===== src/rtl/decode_stage_pkg.sv =====
// Shared RV32I instruction package: opcode/funct constants, decoded-class enum,
// output-register state enum and opcode/funct legality helpers.
package decode_stage_pkg;

  localparam logic [6:0] OPC_LUI    = 7'b0110111;
  localparam logic [6:0] OPC_AUIPC  = 7'b0010111;
  localparam logic [6:0] OPC_JAL    = 7'b1101111;
  localparam logic [6:0] OPC_JALR   = 7'b1100111;
  localparam logic [6:0] OPC_BRANCH = 7'b1100011;
  localparam logic [6:0] OPC_LOAD   = 7'b0000011;
  localparam logic [6:0] OPC_STORE  = 7'b0100011;
  localparam logic [6:0] OPC_OP_IMM = 7'b0010011;
  localparam logic [6:0] OPC_OP     = 7'b0110011;

  localparam logic [2:0] F3_JALR = 3'b000;
  localparam logic [2:0] F3_BEQ  = 3'b000;
  localparam logic [2:0] F3_BNE  = 3'b001;
  localparam logic [2:0] F3_BLT  = 3'b100;
  localparam logic [2:0] F3_BGE  = 3'b101;
  localparam logic [2:0] F3_BLTU = 3'b110;
  localparam logic [2:0] F3_BGEU = 3'b111;
  localparam logic [2:0] F3_LB   = 3'b000;
  localparam logic [2:0] F3_LH   = 3'b001;
  localparam logic [2:0] F3_LW   = 3'b010;
  localparam logic [2:0] F3_LBU  = 3'b100;
  localparam logic [2:0] F3_LHU  = 3'b101;
  localparam logic [2:0] F3_SB   = 3'b000;
  localparam logic [2:0] F3_SH   = 3'b001;
  localparam logic [2:0] F3_SW   = 3'b010;
  localparam logic [2:0] F3_ADD  = 3'b000;
  localparam logic [2:0] F3_SLL  = 3'b001;
  localparam logic [2:0] F3_SR   = 3'b101;

  localparam logic [6:0] F7_BASE = 7'b0000000;
  localparam logic [6:0] F7_ALT  = 7'b0100000;

  typedef enum logic [3:0] {
    CLS_LUI, CLS_AUIPC, CLS_JAL, CLS_JALR, CLS_BRANCH,
    CLS_LOAD, CLS_STORE, CLS_OP_IMM, CLS_OP, CLS_ILLEGAL
  } instr_class_e;

  typedef enum logic {ST_EMPTY, ST_FULL} out_state_e;

  function automatic instr_class_e classify(input logic [6:0] opcode);
    case (opcode)
      OPC_LUI:    return CLS_LUI;
      OPC_AUIPC:  return CLS_AUIPC;
      OPC_JAL:    return CLS_JAL;
      OPC_JALR:   return CLS_JALR;
      OPC_BRANCH: return CLS_BRANCH;
      OPC_LOAD:   return CLS_LOAD;
      OPC_STORE:  return CLS_STORE;
      OPC_OP_IMM: return CLS_OP_IMM;
      OPC_OP:     return CLS_OP;
      default:    return CLS_ILLEGAL;
    endcase
  endfunction

  function automatic logic funct_legal(input instr_class_e cls, input logic [2:0] f3,
                                       input logic [6:0] f7);
    case (cls)
      CLS_LUI, CLS_AUIPC, CLS_JAL: return 1'b1;
      CLS_JALR:   return f3 == F3_JALR;
      CLS_BRANCH: return f3 inside {F3_BEQ, F3_BNE, F3_BLT, F3_BGE, F3_BLTU, F3_BGEU};
      CLS_LOAD:   return f3 inside {F3_LB, F3_LH, F3_LW, F3_LBU, F3_LHU};
      CLS_STORE:  return f3 inside {F3_SB, F3_SH, F3_SW};
      CLS_OP_IMM: begin
        if (f3 == F3_SLL) return f7 == F7_BASE;
        if (f3 == F3_SR)  return f7 inside {F7_BASE, F7_ALT};
        return 1'b1;
      end
      CLS_OP:     return (f7 == F7_BASE) || (f7 == F7_ALT && f3 inside {F3_ADD, F3_SR});
      default:    return 1'b0;
    endcase
  endfunction

endpackage


===== src/rtl/decode_stage_imm_gen.sv =====
// imm_gen: combinational RV32I immediate extraction (I/S/B/U/J), sign-extended to XLEN.
module imm_gen #(
  parameter int XLEN = 32
) (
  input  logic [31:0]     instr,
  output logic [XLEN-1:0] imm_i,
  output logic [XLEN-1:0] imm_s,
  output logic [XLEN-1:0] imm_b,
  output logic [XLEN-1:0] imm_u,
  output logic [XLEN-1:0] imm_j
);

  logic unused_opcode;
  assign unused_opcode = ^instr[6:0];

  assign imm_i = XLEN'($signed(instr[31:20]));
  assign imm_s = XLEN'($signed({instr[31:25], instr[11:7]}));
  assign imm_b = XLEN'($signed({instr[31], instr[7], instr[30:25], instr[11:8], 1'b0}));
  assign imm_u = XLEN'($signed({instr[31:12], 12'h000}));
  assign imm_j = XLEN'($signed({instr[31], instr[19:12], instr[20], instr[30:21], 1'b0}));

endmodule


===== src/rtl/decode_stage.sv =====
// RV32I decode stage with load-use stall and registered output slot.
// Optional EX->decode operand bypass enabled by defining DECODE_BYPASS_EN.
module decode_stage
  import decode_stage_pkg::*;
#(
  parameter  int XLEN = 32,
  parameter  int NREG = 32,
  localparam int RW   = $clog2(NREG)
) (
  input  logic            clk,
  input  logic            rst_n,
  input  logic            in_valid,
  output logic            in_ready,
  input  logic [31:0]     in_instr,
  input  logic [XLEN-1:0] in_pc,
  output logic [RW-1:0]   rf_raddr1,
  output logic [RW-1:0]   rf_raddr2,
  input  logic [XLEN-1:0] rf_rdata1,
  input  logic [XLEN-1:0] rf_rdata2,
  input  logic            ex_wen,
  input  logic [RW-1:0]   ex_rd,
  input  logic [XLEN-1:0] ex_data,
  input  logic            ex_is_load,
  input  logic            flush,
  output logic            out_valid,
  input  logic            out_ready,
  output logic [XLEN-1:0] out_pc,
  output logic [31:0]     out_instr,
  output logic [XLEN-1:0] out_op1,
  output logic [XLEN-1:0] out_op2,
  output logic [RW-1:0]   out_rd,
  output logic            out_wen,
  output logic            out_load,
  output logic            out_store,
  output logic [XLEN-1:0] out_mem_addr,
  output logic [XLEN-1:0] out_store_data,
  output logic            out_illegal
);

  logic [XLEN-1:0] imm_i, imm_s, imm_b, imm_u, imm_j;

  imm_gen #(.XLEN(XLEN)) u_imm_gen (
    .instr (in_instr),
    .imm_i (imm_i),
    .imm_s (imm_s),
    .imm_b (imm_b),
    .imm_u (imm_u),
    .imm_j (imm_j)
  );

  instr_class_e    cls;
  logic            legal, use_rs1, use_rs2, hit1, hit2, stall, accept;
  logic [RW-1:0]   rs1, rs2, rd;
  logic [XLEN-1:0] rs1_val, rs2_val;
  out_state_e      state;

  assign rs1       = RW'(in_instr[19:15]);
  assign rs2       = RW'(in_instr[24:20]);
  assign rd        = RW'(in_instr[11:7]);
  assign rf_raddr1 = rs1;
  assign rf_raddr2 = rs2;

  assign cls     = classify(in_instr[6:0]);
  assign legal   = funct_legal(cls, in_instr[14:12], in_instr[31:25]);
  assign use_rs1 = cls inside {CLS_JALR, CLS_BRANCH, CLS_LOAD, CLS_STORE, CLS_OP_IMM, CLS_OP};
  assign use_rs2 = cls inside {CLS_BRANCH, CLS_STORE, CLS_OP};

  // x0 never matches, so it neither stalls nor takes a bypass.
  assign hit1 = ex_wen && (ex_rd != '0) && use_rs1 && (ex_rd == rs1);
  assign hit2 = ex_wen && (ex_rd != '0) && use_rs2 && (ex_rd == rs2);

`ifdef DECODE_BYPASS_EN
  logic unused_bits;
  assign unused_bits = ^imm_b;
  assign stall   = (hit1 || hit2) && ex_is_load;
  assign rs1_val = (hit1 && !ex_is_load) ? ex_data : rf_rdata1;
  assign rs2_val = (hit2 && !ex_is_load) ? ex_data : rf_rdata2;
`else
  logic unused_bits;
  assign unused_bits = ^{imm_b, ex_data};
  assign stall   = hit1 || hit2;
  assign rs1_val = rf_rdata1;
  assign rs2_val = rf_rdata2;
`endif

  assign in_ready  = ((state == ST_EMPTY) || out_ready) && !stall && !flush;
  assign accept    = in_valid && in_ready;
  assign out_valid = (state == ST_FULL);

  logic [XLEN-1:0] d_op1, d_op2, d_mem, d_sd;
  logic            d_wen, d_load, d_store, d_illegal;

  always_comb begin
    d_op1     = '0;
    d_op2     = '0;
    d_mem     = '0;
    d_sd      = '0;
    d_wen     = 1'b0;
    d_load    = 1'b0;
    d_store   = 1'b0;
    d_illegal = (cls == CLS_ILLEGAL) || !legal;
    case (cls)
      CLS_LUI:    begin d_op2 = imm_u; d_wen = 1'b1; end
      CLS_AUIPC:  begin d_op1 = in_pc; d_op2 = imm_u; d_wen = 1'b1; end
      CLS_JAL:    begin d_op1 = in_pc; d_op2 = imm_j; d_wen = 1'b1; end
      CLS_JALR:   begin d_op1 = rs1_val; d_op2 = imm_i; d_wen = 1'b1; end
      CLS_BRANCH: begin d_op1 = rs1_val; d_op2 = rs2_val; end
      CLS_LOAD:   begin d_mem = rs1_val + imm_i; d_load = 1'b1; d_wen = 1'b1; end
      CLS_STORE:  begin d_mem = rs1_val + imm_s; d_sd = rs2_val; d_store = 1'b1; end
      CLS_OP_IMM: begin
        d_op1 = rs1_val;
        d_op2 = (in_instr[14:12] inside {F3_SLL, F3_SR}) ? XLEN'(in_instr[24:20]) : imm_i;
        d_wen = 1'b1;
      end
      CLS_OP:     begin d_op1 = rs1_val; d_op2 = rs2_val; d_wen = 1'b1; end
      default:    ;
    endcase
    if (d_illegal) begin
      d_wen   = 1'b0;
      d_load  = 1'b0;
      d_store = 1'b0;
    end
    if (rd == '0) d_wen = 1'b0;
  end

  always_ff @(posedge clk or negedge rst_n) begin
    if (!rst_n) begin
      state          <= ST_EMPTY;
      out_pc         <= '0;
      out_instr      <= '0;
      out_op1        <= '0;
      out_op2        <= '0;
      out_rd         <= '0;
      out_wen        <= 1'b0;
      out_load       <= 1'b0;
      out_store      <= 1'b0;
      out_mem_addr   <= '0;
      out_store_data <= '0;
      out_illegal    <= 1'b0;
    end else if (flush) begin
      state <= ST_EMPTY;
    end else if (accept) begin
      state          <= ST_FULL;
      out_pc         <= in_pc;
      out_instr      <= in_instr;
      out_op1        <= d_op1;
      out_op2        <= d_op2;
      out_rd         <= rd;
      out_wen        <= d_wen;
      out_load       <= d_load;
      out_store      <= d_store;
      out_mem_addr   <= d_mem;
      out_store_data <= d_sd;
      out_illegal    <= d_illegal;
    end else if (state == ST_FULL && out_ready) begin
      state <= ST_EMPTY;
    end
  end

endmodule


===== config.mk =====
export PLATFORM = sky130hd
export DESIGN_NAME = decode_stage
export DESIGN_NICKNAME = d
export VERILOG_FILES = /design/src/rtl/decode_stage_pkg.sv /design/src/rtl/decode_stage_imm_gen.sv /design/src/rtl/decode_stage.sv
export SDC_FILE = /design/constraint.sdc
export NUM_CORES = 1
export LEC_CHECK = 0
export BUFFER_PORTS_ARGS = -buffer_cell sky130_fd_sc_hd__buf_4
export CORE_MARGIN = 4
export CORE_UTILIZATION = 52
export CTS_CLUSTER_DIAMETER = 120
export DETAILED_ROUTE_END_ITERATION = 8
export PLACE_DENSITY_LB_ADDON = 0.2
export REMOVE_ABC_BUFFERS = 1
export SLEW_MARGIN = 20
export SYNTH_ARGS = -nofsm -noshare
export SYNTH_HDL_FRONTEND = slang
export SYNTH_HIERARCHICAL = 1
export SYNTH_SLANG_ARGS = --single-unit

===== constraint.sdc =====
create_clock -name clk -period 5 [get_ports clk]
set_clock_uncertainty 0.2 [all_clocks]
set_input_delay 1 -clock clk [delete_from_list [all_inputs] [get_ports clk]]
set_output_delay 1 -clock clk [all_outputs]
set_load 0.005 [all_outputs]

Yosys cells after proc, flatten, opt, wreduce, memory -nomap -nowiden

Index checks and enable logic that the tools add are counted.

Add/sub/neg operators: 2
$mul: 0
Div/mod/pow operators: 0
Magnitude comparators: 0
Equal/unequal tests: 27
Shifts and indexed selects: 0
Mux-type cells: 26
Bitwise gates (word level): 2
Reductions and logical operators: 38

Operator list:

| kind                                          | count |
|---|---|
| one-hot mux 32 bit (5 select lines)           | 1 |
| one-hot mux 32 bit (2 select lines)           | 2 |
| adder 32 bit                                  | 2 |
| two-way mux 32 bit                            | 2 |
| one-hot mux 4 bit (9 select lines)            | 1 |
| == test 7 x 6 -> 1 bit, second input constant | 4 |
| == test 7 bit, second input constant          | 3 |
| two-way mux 1 bit                             | 19 |
| == test 4 x 3 -> 1 bit, second input constant | 4 |
| == test 7 x 5 -> 1 bit, second input constant | 2 |
| == test 3 bit, second input constant          | 4 |
| nonzero test 6 bit                            | 2 |
| == test 5 bit                                 | 2 |
| logical AND 1 bit                             | 10 |
| nonzero test 5 bit                            | 2 |
| nonzero test 3 bit                            | 3 |
| == test 4 x 2 -> 1 bit, second input constant | 2 |
| == test 4 bit, second input constant          | 2 |
| == test 7 x 2 -> 1 bit, second input constant | 1 |
| zero test 7 bit                               | 1 |
| one-hot mux 1 bit (7 select lines)            | 1 |
| OR reduction 7 bit                            | 1 |
| nonzero test 2 bit                            | 3 |
| OR reduction 2 bit                            | 3 |
| 12 further kinds                              | 18 |

Bits in registers: 202
Latch bits: 0
Bits in writable memories: 0
ROM bits: 0
Input bits: 172
Word-level logic and storage cells: 107
Memories: 0

Depth between registers and ports, before layout

Gate-level depths: netlist of the first run.

Depth in word-level cells: 13
Mapped depth: 17
Mapped depth without buffers: 14

By module

Netlist of the first run, hierarchy kept.

By module, submodules not included:

| module       | times used | cells each | area each (um^2) | seq. area each (um^2) |
|---|---|---|---|---|
| decode_stage | 1          | 1119       | 10649.0          | 4929.7 |
| imm_gen      | 1          | 161        | 1204.9           | 0.0 |

Least setup slack after synthesis of the first run

No wires, ideal clock.

Path type: input to register
Start: input in_instr[2]
End: register out_mem_addr[29]
Setup time: 103 ps
Arrival: 4584 ps
Required time: 4697 ps
Slack: 113 ps
Stages on the path: 16
Cells stage by stage: buf_2 -> nor4bb_4 -> and3_1 -> clkbuf_1 -> buf_1 -> nand2_1 -> nand2_1 -> ha_1 -> a21o_1 -> or3_1 -> o211a_1 -> a21o_1 -> a211oi_1 -> a21boi_0 -> o31a_1 -> o41ai_2

Word-level cells in the longest chain between the ends: 12
Elaborated cells on any way between the ends: 29
Classes of those cells: 15 x eq/ne; 2 x mux; 12 x reduce/logical

Ends and longest elaborated chain:

| what                                                     | RTL line                               | source |
|---|---|---|
| start: declaration                                       | decode_stage.sv:14                     | `input logic [31:0] in_instr,` |
| == test 7 x 6 -> 1 bit, or another cell as far along     | decode_stage_pkg.sv:45                 | `case (opcode)` |
| one-hot mux 4 bit (9 select lines) (*)                   | decode_stage_pkg.sv:45                 |  |
| == test 4 x 2 -> 1 bit, or another cell as far along     | decode_stage.sv:65                     | `assign use_rs1 = cls inside {CLS_JALR, CLS_BRANCH, CLS_LOAD, CLS_STORE, CLS_OP_IMM, CLS_OP};` |
| nonzero test 6 bit or nonzero test 3 bit (tied branches) | decode_stage.sv:65, decode_stage.sv:66 |  |
| logical AND 1 bit (on tied branches) (2 in a row)        | decode_stage.sv:69, decode_stage.sv:70 |  |
| logical OR 1 bit                                         | decode_stage.sv:81                     | `assign stall = hit1 \|\| hit2;` |
| zero test 1 bit                                          | decode_stage.sv:86                     | `assign in_ready = ((state == ST_EMPTY) \|\| out_ready) && !stall && !flush;` |
| logical AND 1 bit (2 in a row)                           | decode_stage.sv:86                     |  |
| logical AND 1 bit                                        | decode_stage.sv:87                     | `assign accept = in_valid && in_ready;` |
| AND reduction 2 bit (no source line)                     | -                                      |  |
| end signal: assignment                                   | decode_stage.sv:152                    | `out_mem_addr <= d_mem;` |
| end: declaration                                         | decode_stage.sv:35                     | `output logic [XLEN-1:0] out_mem_addr,` |

Mark *: on every way between the ends. The rest lies on a longest branch, timed or not.
A chain may end at the register's enable or synchronous reset.

Worst setup path in the final report of the first run

Start: input in_instr[3]
End: register out_mem_addr[29]

Same word-level chain as after synthesis.

==> key figures, run 1 <==
Flow run
  – Max-cap violations: 0

Critical path
  – Arrival time worst endpoint: between 4 and 5 ns
  – Crit-path leading delay family: compound AO/OA/AOI/OAI gates
  – Worst Setup SP: in_instr[3]
  – Worst R2R Start: out_valid
  – Cell Chain, Critical Path: buf_4 > nor4bb_4 > nand3_1 > buf_4 > nand2_1 > nand2_1 > ha_1 > a211oi_1 > o21ai_0 > a41o_1 > and3_1 > a211oi_1 > buf_4 > a21boi_0 > o31a_1 > o41ai_2
  – Crit start category: input pin
  – Most used cell along the critical path: buf_4
  – Worst path bufs/invs: 3
  – Critical Path Fanout Max: 24
  – Worst EP required: 5.13 ns
  – CP Capture Type: flop
  – CP max stage delay: 0.41 ns
  – CP Class: input pin to flop
  – Slowest CP cell: nor4bb_4

Global route
  – Global-route wire length before repair: 51900 um
  – M3 GR Usage: 7.37%
  – Number of global-route vias before repair: 9511
  – Largest net degree at the start of global routing: 110
  – Busiest grt layer: met2
  – M1 GR Usage: 34.9%
  – Initial antenna violation count: 0
  – GRT overflow: 0
  – Met2 usage: roughly 43%
  – GR Util All Layers: 26.4%

Pwr
  – Total power: between 4 and 5 mW
  – Logic gate share of total power: 19.9%
  – Clock power share: 38.1%
  – Max IR drop VDD: 0.199 mV
  – Internal Power: 3.10 mW
  – Sw Ratio: 26.0%
  – Lkg Pwr: 7.09 nW
  – Sw Pwr: 1.09 mW
  – Sequential power share: 42.0%
  – Power density over the cells: ~300 nW/um^2

Placement
  – Post-DP HPWL: 24600 um
  – Placed Cells: around 1700
  – Gpl congestion: 0.910
  – Place WS: just under 0.09 ns
  – IO Port Bufs: 351

Clock network
  – Worst-path clk slew: roughly 0.07 ns
  – Worst skew pair latency: 0.43 ns
  – CTS Sinks: 197
  – Clock buffer depth: 2
  – Hold Buf Count CTS: 0
  – Clock root cell: clkbuf_16
  – Post_cts resized: 0
  – Setup repair bufs after CTS: 0
  – CTS tree: built
  – H-Tree Depth: 4
  – CTS buffer count: 17

Routing
  – DR DRC count: 0
  – Vias: 9855
  – Drt first pass iters: 8
  – First DRT Iteration DRCs: 661
  – Via density: roughly 5.7
  – WL/cell: 19.2 um
  – Post-route ant nets: 0
  – DRT Wirelength: 33500 um

Floorplanning
  – I/O Pins: 385
  – Die ar.: 24800 sq um
  – Placeable core area: roughly 22000 sq um
  – Initial core utilization: 53.1%
  – Width of the die: about 160 um
  – Site Rows: 54
  – Chip height: around 160 um

Yosys
  – Mapped Avg Cell Area: 9.31 sq um
  – Post-Syn Area: around 12000 sq um
  – Synth warn: 6
  – Cells after Synth: 1248

Cells and area
  – Final net count: 1663
  – Layout cell share with drive strength beyond 1: approximately a third
  – Commonest cells after routing, fill and taps aside: buf_4 (376), nand2_1 (276), dfrtp_1 (197)
  – Antenna diodes: 0
  – Most common cell after layout, fill and taps aside: buf_4
  – Post-synthesis to final-layout area growth: 23.1%
  – Fin cells: 1742

Hold path
  – Worst Hold Class: flop to flop
  – Hold Path Origin: out_mem_addr[8]

STA
  – Worst setup margin: roughly 0.47 ns
  – RSZ-0062 raised after global routing: no
  – Final Max Tran Viols: 0
  – Period utilization: between 90% and 100%
  – Final hold vios: 0
  – Peak Freq: between 200 and 250 MHz
  – Worst-margin pin slew: 1.03 ns
  – Slew headroom: 31.2%
  – Final setup TNS: 0 ns
  – Min Tclk post-route: roughly 4.5 ns
  – Final setup viols: 0

Outcome
  – Outcome: complete, no violations
through the flow:
stage               cell area (sq um)  hold WS [ns]  util [%]
finish                          14300         0.277      65.3
global route                    14300         0.297      65.3
CTS                             14300         0.285      65.3
detailed placement              13600         0.267      62.3
global placement                13600         0.260      62.3
floorplan                       10300         0.273         -
final cells by class:
cell class / count / area, sq um
fill: 1798 / 7590
multi-input combinational: 847 / 5340
sequential: 197 / 4930
timing repair buffer: 385 / 3000
clock buffer: 19 / 453
tap: 280 / 350
clock inverter: 10 / 215
inverter: 4 / 15.0
worst paths after layout:
kind | slack (ns) | depth (start not counted) | end
min in group asynchronous | 0.46 | 1 | out_instr[5]
worst max register to register | 2.61 | 5 | out_load
max in group asynchronous | 3.02 | 2 | out_op2[8]
worst min register to register | 0.28 | 2 | out_mem_addr[8]
worst max-delay path | 0.47 | 16 | out_mem_addr[29]
worst min-delay path | 0.28 | 2 | out_mem_addr[8]
routing by layer:
layer / share of wire [%] / up-vias
met4: 2.2 / 0
li1: - / 4651
met1: 41 / 4804
met2: 48 / 358
met5: 0 / -
met3: 8.9 / 42
sequential cells by signal (all words and copies together), names as in the netlist:
register,cells
out_wen,1
out_mem_addr,32
out_illegal,1
out_op1,32
out_load,1
out_valid,1
out_pc,32
out_op2,32
out_store,1
out_store_data,32
out_instr,32
worst register-to-register path: cells and delay by family, from the launching register on:
kind            cells  cell delay, ns
compound gates      2            0.57
buf+inv             1            0.27
flops               1            0.40
simple gates        2            0.88
power groups by stage:
stage	Combinational [mW]	Sequential [mW]	Clock [mW]
floorplan	0.342	1.80	0
global placement	0.818	1.79	0
detailed placement	0.832	1.79	0
CTS	0.837	1.76	1.63
global route	0.912	1.77	1.70
finish	0.833	1.76	1.60
Note: power is estimated with default switching activity, not from simulation.
==> inputs of run 2 (changes only) <==
- RECOVER_POWER: unset -> 100
==> run 2 against run 1 <==
  * The flow now finishes with violations (capacitance limit, slew limit)
  * Maximum frequency down 2.3%
  * Flip-flop and latch count unchanged
  * Register-to-register slack worse by 0.46 ns
  * Setup slack worse by 0.11 ns
  * First-iteration DRC count up 13%
  * Wire length down 0.41%
  * Critical path type unchanged
==> key figures, run 2 (synthesized netlist as in run 1, its figures left out) <==
Outcome
  – Outcome: finished, violations left (was complete, no violations)
  – Failing checks: capacitance limit, slew limit

Floorplanning
  – Width of the die: 157 um (unchanged)
  – Chip height: 157 um (unchanged)
  – I/O Pins: 385 (unchanged)
  – Initial core utilization: 53.1% (unchanged)
  – Die ar.: 24800 sq um (unchanged)
  – Site Rows: 54 (unchanged)
  – Placeable core area: 21900 sq um (unchanged)

Placement
  – Post-DP HPWL: 24600 um (unchanged)
  – IO Port Bufs: 351 (unchanged)
  – Gpl congestion: 0.910 (unchanged)
  – Place WS: 0.0883 ns (unchanged)
  – Placed Cells: 1713 (unchanged)

Clock network
  – Clock buffer depth: 2 (unchanged)
  – Hold Buf Count CTS: 0 (unchanged)
  – Worst skew pair latency: 0.43 ns (about the same)
  – CTS tree: built (unchanged)
  – Post_cts resized: 0 (unchanged)
  – CTS buffer count: 17 (unchanged)
  – Setup repair bufs after CTS: 0 (unchanged)
  – Worst-path clk slew: 0.07 ns (about the same)
  – Clock root cell: clkbuf_16 (unchanged)
  – H-Tree Depth: 4 (unchanged)
  – CTS Sinks: 197 (unchanged)

Critical path
  – Most used cell along the critical path: buf_4 (unchanged)
  – CP Capture Type: flop (unchanged)
  – CP endpoint: out_mem_addr[2] (was out_mem_addr[29])
  – CP Class: input pin to flop (unchanged)
  – Reg2Reg Setup Slack: 2.15 ns (was 2.61 ns)
  – Cell Chain, Critical Path: buf_4 > nor4bb_4 > and3_2 > buf_4 > o2111ai_1 > a21oi_1 > clkbuf_1 > or4b_1 > buf_4 > clkbuf_2 > nand2_1 > o31ai_1 (was buf_4 > nor4bb_4 > nand3_1 > buf_4 > nand2_1 > nand2_1 > ha_1 > a211oi_1 > o21ai_0 > a41o_1 > and3_1 > a211oi_1 > buf_4 > a21boi_0 > o31a_1 > o41ai_2)
  – Worst Setup SP: in_instr[3] (unchanged)
  – Worst path bufs/invs: 5 (was 3)
  – Reg2reg path depth: 5 (unchanged)
  – Reg2reg end: out_load (unchanged)
  – Critical Path Fanout Max: 32 (was 24)
  – Crit-path leading delay family: simple AND/OR/NAND/NOR gates (was compound AO/OA/AOI/OAI gates)
  – Worst R2R Start: out_valid (unchanged)
  – Crit start category: input pin (unchanged)
  – Worst EP required: 5.13 ns (about the same)
  – Arrival time worst endpoint: 4.77 ns (was 4.66 ns)
  – Slowest CP cell: or4b_1 (was nor4bb_4)
  – Levels on crit path: 12 (was 16)
  – CP max stage delay: 0.97 ns (was 0.41 ns)

Cells and area
  – Commonest cells after routing, fill and taps aside: nand2_1 (276), dfrtp_1 (197), buf_4 (156) (was buf_4 (376), nand2_1 (276), dfrtp_1 (197))
  – Fillers: 1918 (was 1798)
  – Post-synthesis to final-layout area growth: 19.7% (was 23.1%)
  – Layout cell share with drive strength beyond 1: 26.7% (was 33.5%)
  – Most common cell after layout, fill and taps aside: nand2_1 (was buf_4)
  – Fin cells: 1742 (unchanged)
  – Antenna diodes: 0 (unchanged)
  – Multi-input logic area: 5320 sq um (was 5340 sq um)
  – Final net count: 1663 (unchanged)
  – FF/Latch Area: 4930 sq um (unchanged)

Hold path
  – Worst Hold Class: flop to flop (unchanged)
  – Hold Path Origin: out_op1[27] (was out_mem_addr[8])

STA
  – Final hold vios: 0 (unchanged)
  – Period utilization: 92.8% (was 90.6%)
  – Final Max Tran Viols: 109 (was 0)
  – Final setup viols: 0 (unchanged)
  – Peak Freq: 215 MHz (was 221 MHz)
  – Worst setup margin: 0.359 ns (was 0.468 ns)
  – Min Tclk post-route: 4.64 ns (was 4.53 ns)
  – Slew headroom: -87.8% (was 31.2%)
  – Worst-margin pin slew: 2.82 ns (was 1.03 ns)
  – RSZ-0062 raised after global routing: no (unchanged)

Global route
  – Busiest grt layer: met2 (unchanged)
  – Number of global-route vias before repair: 9511 (unchanged)
  – GR Util All Layers: 26.4% (unchanged)
  – Global-route wire length before repair: 51900 um (unchanged)
  – Initial antenna violation count: 0 (unchanged)
  – GRT overflow: 0 (unchanged)
  – Met2 usage: 42.8% (unchanged)
  – Largest net degree at the start of global routing: 110 (unchanged)
  – M1 GR Usage: 34.9% (unchanged)
  – M3 GR Usage: 7.37% (unchanged)

Pwr
  – Max IR drop VDD: 0.198 mV (was 0.199 mV)
  – Lkg Pwr: 6.64 nW (was 7.09 nW)
  – Total power: 4.15 mW (was 4.19 mW)
  – Power density over the cells: 299 nW/um^2 (was 293 nW/um^2)

Flow run
  – Max-cap violations: 1 (was 0)

Routing
  – Post-route ant nets: 0 (unchanged)
  – WL/cell: 19.2 um (about the same)
  – Drt first pass iters: 6 (was 8)
  – DR DRC count: 0 (unchanged)
  – First DRT Iteration DRCs: 749 (was 661)
  – Via density: 5.62 (was 5.66)
  – DRT Wirelength: 33400 um (was 33500 um)
  – Vias: 9796 (was 9855)
[run 2: worst min-delay path by stage]
stage,cells past startpoint,end,slack (ns)
2_1_floorplan,2,out_mem_addr[10],0.27
3_3_place_gp,1,out_op2[28],0.26
3_5_place_dp,1,out_op2[26],0.27
4_1_cts,2,out_mem_addr[8],0.28
5_1_grt,1,out_op2[13],0.30
6_report,2,out_op1[27],0.28
[run 2: stage by stage]
stage | hold slack (ns) | utilization [%] | instance area, sq um | setup TNS, ns
floorplan | 0.273 | - | 10300 | -69.35
global placement | 0.260 | 62.3 | 13600 | 0
detailed placement | 0.267 | 62.3 | 13600 | 0
CTS | 0.285 | 65.3 | 14300 | 0
global route | 0.295 | 63.5 | 13900 | 0
finish | 0.278 | 63.5 | 13900 | 0
[run 2: tightest hold or removal path, delay by kind of cell, from the launching register on]
kind | cells | cell delay (ns)
flops | 1 | 0.34
simple gates | 1 | 0.04
compound gates | 1 | 0.06
[run 2: layout make-up]
cell class	instances	area share, %
Sequential cell	197	35.4
Inverter	4	0.108
Multi-Input combinational cell	847	38.2
Clock inverter	10	1.55
Clock buffer	19	3.26
Tap cell	280	2.52
Timing Repair Buffer	385	18.9
[run 2: power by group]
group / total [mW] / switching [mW] / leakage [nW] / internal (mW)
clock: 1.60 / 0.634 / 0.327 / 0.966
sequential: 1.76 / 0.0558 / 2.60 / 1.70
combinational: 0.793 / 0.398 / 3.71 / 0.395
total: 4.15 / 1.09 / 6.64 / 3.06
[run 2: per-layer routing]
layer,share of wire [%],wire [um]
met3,8.6,2870
met2,48,16100
met1,41,13800
met5,0,0
met4,1.7,556
==> inputs of run 3 (changes only) <==
- CELL_PAD_IN_SITES_DETAIL_PLACEMENT: unset -> 2
- CELL_PAD_IN_SITES_GLOBAL_PLACEMENT: unset -> 2
- CORE_UTILIZATION: 52 -> 33
==> run 3 against run 2 <==
  * The run still ends with capacitance limit, slew limit left
  * Non-clock buffer count is 5 lower
  * Via count is 2.3% higher
  * Global-route usage is 4.7 points lower
  * Maximum frequency hardly changed
  * Critical path depth is 3 lower
  * Utilization is 23 points lower
  * Sequential share of layout area is 0.067 points lower
  * Power is 0.97% lower
  * Hold slack better by 0.0043 ns
  * Wire length is 26% higher
  * Largest power group unchanged
  * Highest routed layer unchanged
==> key figures, run 3 (synthesized netlist as in run 1, its figures left out) <==
Outcome
  – Outcome: finished, violations left (unchanged)
  – Failing checks: capacitance limit, slew limit (unchanged)

Floorplanning
  – Chip height: 196 um (was 157 um)
  – Site Rows: 68 (was 54)
  – Placeable core area: 34600 sq um (was 21900 sq um)
  – Die ar.: 38300 sq um (was 24800 sq um)
  – Width of the die: 196 um (was 157 um)
  – I/O Pins: 385 (unchanged)
  – Initial core utilization: 33.5% (was 53.1%)

Critical path
  – Most used cell along the critical path: clkbuf_1 (was buf_4)
  – CP max stage delay: 0.48 ns (was 0.97 ns)
  – Crit-path leading delay family: simple AND/OR/NAND/NOR gates (unchanged)
  – CP Class: input pin to output pin (was input pin to flop)
  – Arrival time worst endpoint: 3.44 ns (was 4.77 ns)
  – Critical Path Fanout Max: 25 (was 32)
  – Worst EP required: 3.80 ns (was 5.13 ns)
  – Worst path bufs/invs: 4 (was 5)
  – CP Capture Type: output pin (was flop)
  – Cell Chain, Critical Path: clkbuf_1 > nor4bb_4 > and3_2 > buf_4 > o2111ai_1 > a21oi_1 > clkbuf_1 > nor3_1 > clkbuf_4 (was buf_4 > nor4bb_4 > and3_2 > buf_4 > o2111ai_1 > a21oi_1 > clkbuf_1 > or4b_1 > buf_4 > clkbuf_2 > nand2_1 > o31ai_1)
  – Slowest CP cell: nor4bb_4 (was or4b_1)
  – Crit start category: input pin (unchanged)
  – Reg2Reg Setup Slack: 2.28 ns (was 2.15 ns)

Cells and area
  – Commonest cells after routing, fill and taps aside: nand2_1 (276), dfrtp_1 (197), buf_4 (154) (was nand2_1 (276), dfrtp_1 (197), buf_4 (156))
  – Fillers: 3848 (was 1918)
  – Layout cell share with drive strength beyond 1: 25.4% (was 26.7%)
  – Final net count: 1658 (was 1663)
  – Cell area after layout: 13900 sq um (about the same)
  – Fin cells: 1915 (was 1742)
  – Antenna diodes: 0 (unchanged)
  – Most common cell after layout, fill and taps aside: nand2_1 (unchanged)
  – Post-synthesis to final-layout area growth: 20.0% (was 19.7%)

STA
  – Peak Freq: 216 MHz (was 215 MHz)
  – Period utilization: 92.8% (about the same)
  – Slew headroom: -100% (was -87.8%)
  – Final setup TNS: 0 ns (unchanged)
  – Final hold vios: 0 (unchanged)
  – Worst-margin pin slew: 3.00 ns (was 2.82 ns)
  – Min Tclk post-route: 4.64 ns (about the same)
  – Final setup viols: 0 (unchanged)
  – Final Max Tran Viols: 107 (was 109)
  – RSZ-0062 raised after global routing: no (unchanged)
  – Worst setup margin: 0.362 ns (was 0.359 ns)

Routing
  – WL/cell: 22.0 um (was 19.2 um)
  – DR DRC count: 0 (unchanged)
  – First DRT Iteration DRCs: 443 (was 749)
  – Drt first pass iters: 6 (unchanged)
  – Post-route ant nets: 0 (unchanged)
  – Vias: 10000 (was 9796)
  – Via density: 5.23 (was 5.62)
  – DRT Wirelength: 42100 um (was 33400 um)

Global route
  – Initial antenna violation count: 0 (unchanged)
  – GRT overflow: 0 (unchanged)
  – Number of global-route vias before repair: 10800 (was 9511)
  – Global-route wire length before repair: 65200 um (was 51900 um)
  – Largest net degree at the start of global routing: 108 (was 110)
  – GR Util All Layers: 21.6% (was 26.4%)

Clock network
  – CTS tree: built (unchanged)
  – Setup repair bufs after CTS: 0 (unchanged)
  – Post_cts resized: 0 (unchanged)
  – H-Tree Depth: 4 (unchanged)
  – Clock buffer depth: 2 (unchanged)
  – Clock root cell: clkbuf_16 (unchanged)
  – Hold Buf Count CTS: 0 (unchanged)
  – Worst-path clk slew: 0.08 ns (was 0.07 ns)
  – CTS buffer count: 17 (unchanged)
  – Worst skew pair latency: 0.46 ns (was 0.43 ns)
  – CTS Sinks: 197 (unchanged)

Pwr
  – Lkg Pwr: 6.51 nW (was 6.64 nW)
  – Power density over the cells: 295 nW/um^2 (was 299 nW/um^2)
  – Total power: 4.11 mW (was 4.15 mW)
  – Max IR drop VDD: 0.246 mV (was 0.198 mV)

Placement
  – Area after DPL: 13800 sq um (was 13600 sq um)
  – IO Port Bufs: 351 (unchanged)
  – Gpl congestion: 0.786 (was 0.910)
  – Placed Cells: 1883 (was 1713)
  – Post-DP HPWL: 31200 um (was 24600 um)
  – Place WS: -0.00395 ns (was 0.0883 ns)

Hold path
  – Worst Hold Class: flop to flop (unchanged)

Flow run
  – Max-cap violations: 1 (unchanged)
==> run 3: cell count changes in the layout (fill, tap and decap cells not counted), sizes merged <==
cell	delta
bufinv	-2
clkbuf	+1
clkinv	+4
buf	-7
clkinvlp	+1
inv	+1
==> run 3: metal layers <==
metal / GRT usage (%) / vias up / wire (um)
met1: 27.1 / 5081 / 17500
met3: 4.68 / 40 / 2560
li1: - / 4630 / -
met5: 0 / - / 0
met2: 38.5 / 271 / 21300
met4: 4.47 / 0 / 698
==> run 3: area by class of cell <==
class	count	area, sq um	share of cell area [%]
multi-input combinational	847	5330	38.3
sequential	197	4930	35.4
timing repair buffer	380	2460	17.7
tap	455	569	4.09
clock buffer	18	429	3.08
clock inverter	14	195	1.40
inverter	4	15.0	0.108
==> run 3: worst paths after layout <==
kind	to	depth (start not counted)	from
min in group asynchronous	out_op2[29]	1	rst_n
max in group asynchronous	out_store_data[15]	2	rst_n
hold reg to reg	out_op2[12]	1	out_op2[12]
setup / recovery	in_ready	9	in_instr[3]
hold / removal	out_op2[12]	1	out_op2[12]
setup reg to reg	out_mem_addr[29]	5	out_valid
==> run 3: metrics by stage <==
| step | utilization (%) | hold slack (ns) |
|---|---|---|
| finish | 40.2 | 0.282 |
| global route | 40.2 | 0.305 |
| CTS | 41.6 | 0.288 |
| detailed placement | 39.8 | 0.267 |
| global placement | 39.8 | 0.261 |
| floorplan | - | 0.273 |
==> run 3: power by group <==
| part | total, mW | switching (mW) | internal, mW |
|---|---|---|---|
| logic | 0.808 | 0.425 | 0.383 |
| clock network | 1.54 | 0.694 | 0.845 |
| registers | 1.76 | 0.0613 | 1.70 |
| total | 4.11 | 1.18 | 2.93 |
==> run 3: worst register-to-register path: cells and delay by family (launching register included) <==
kind                   cells  cell delay [ns]
buffers and inverters      2             0.65
DFF                        1             0.40
AOI/OAI and AO/OA          1             0.33
and+or+nand+nor            2             1.04
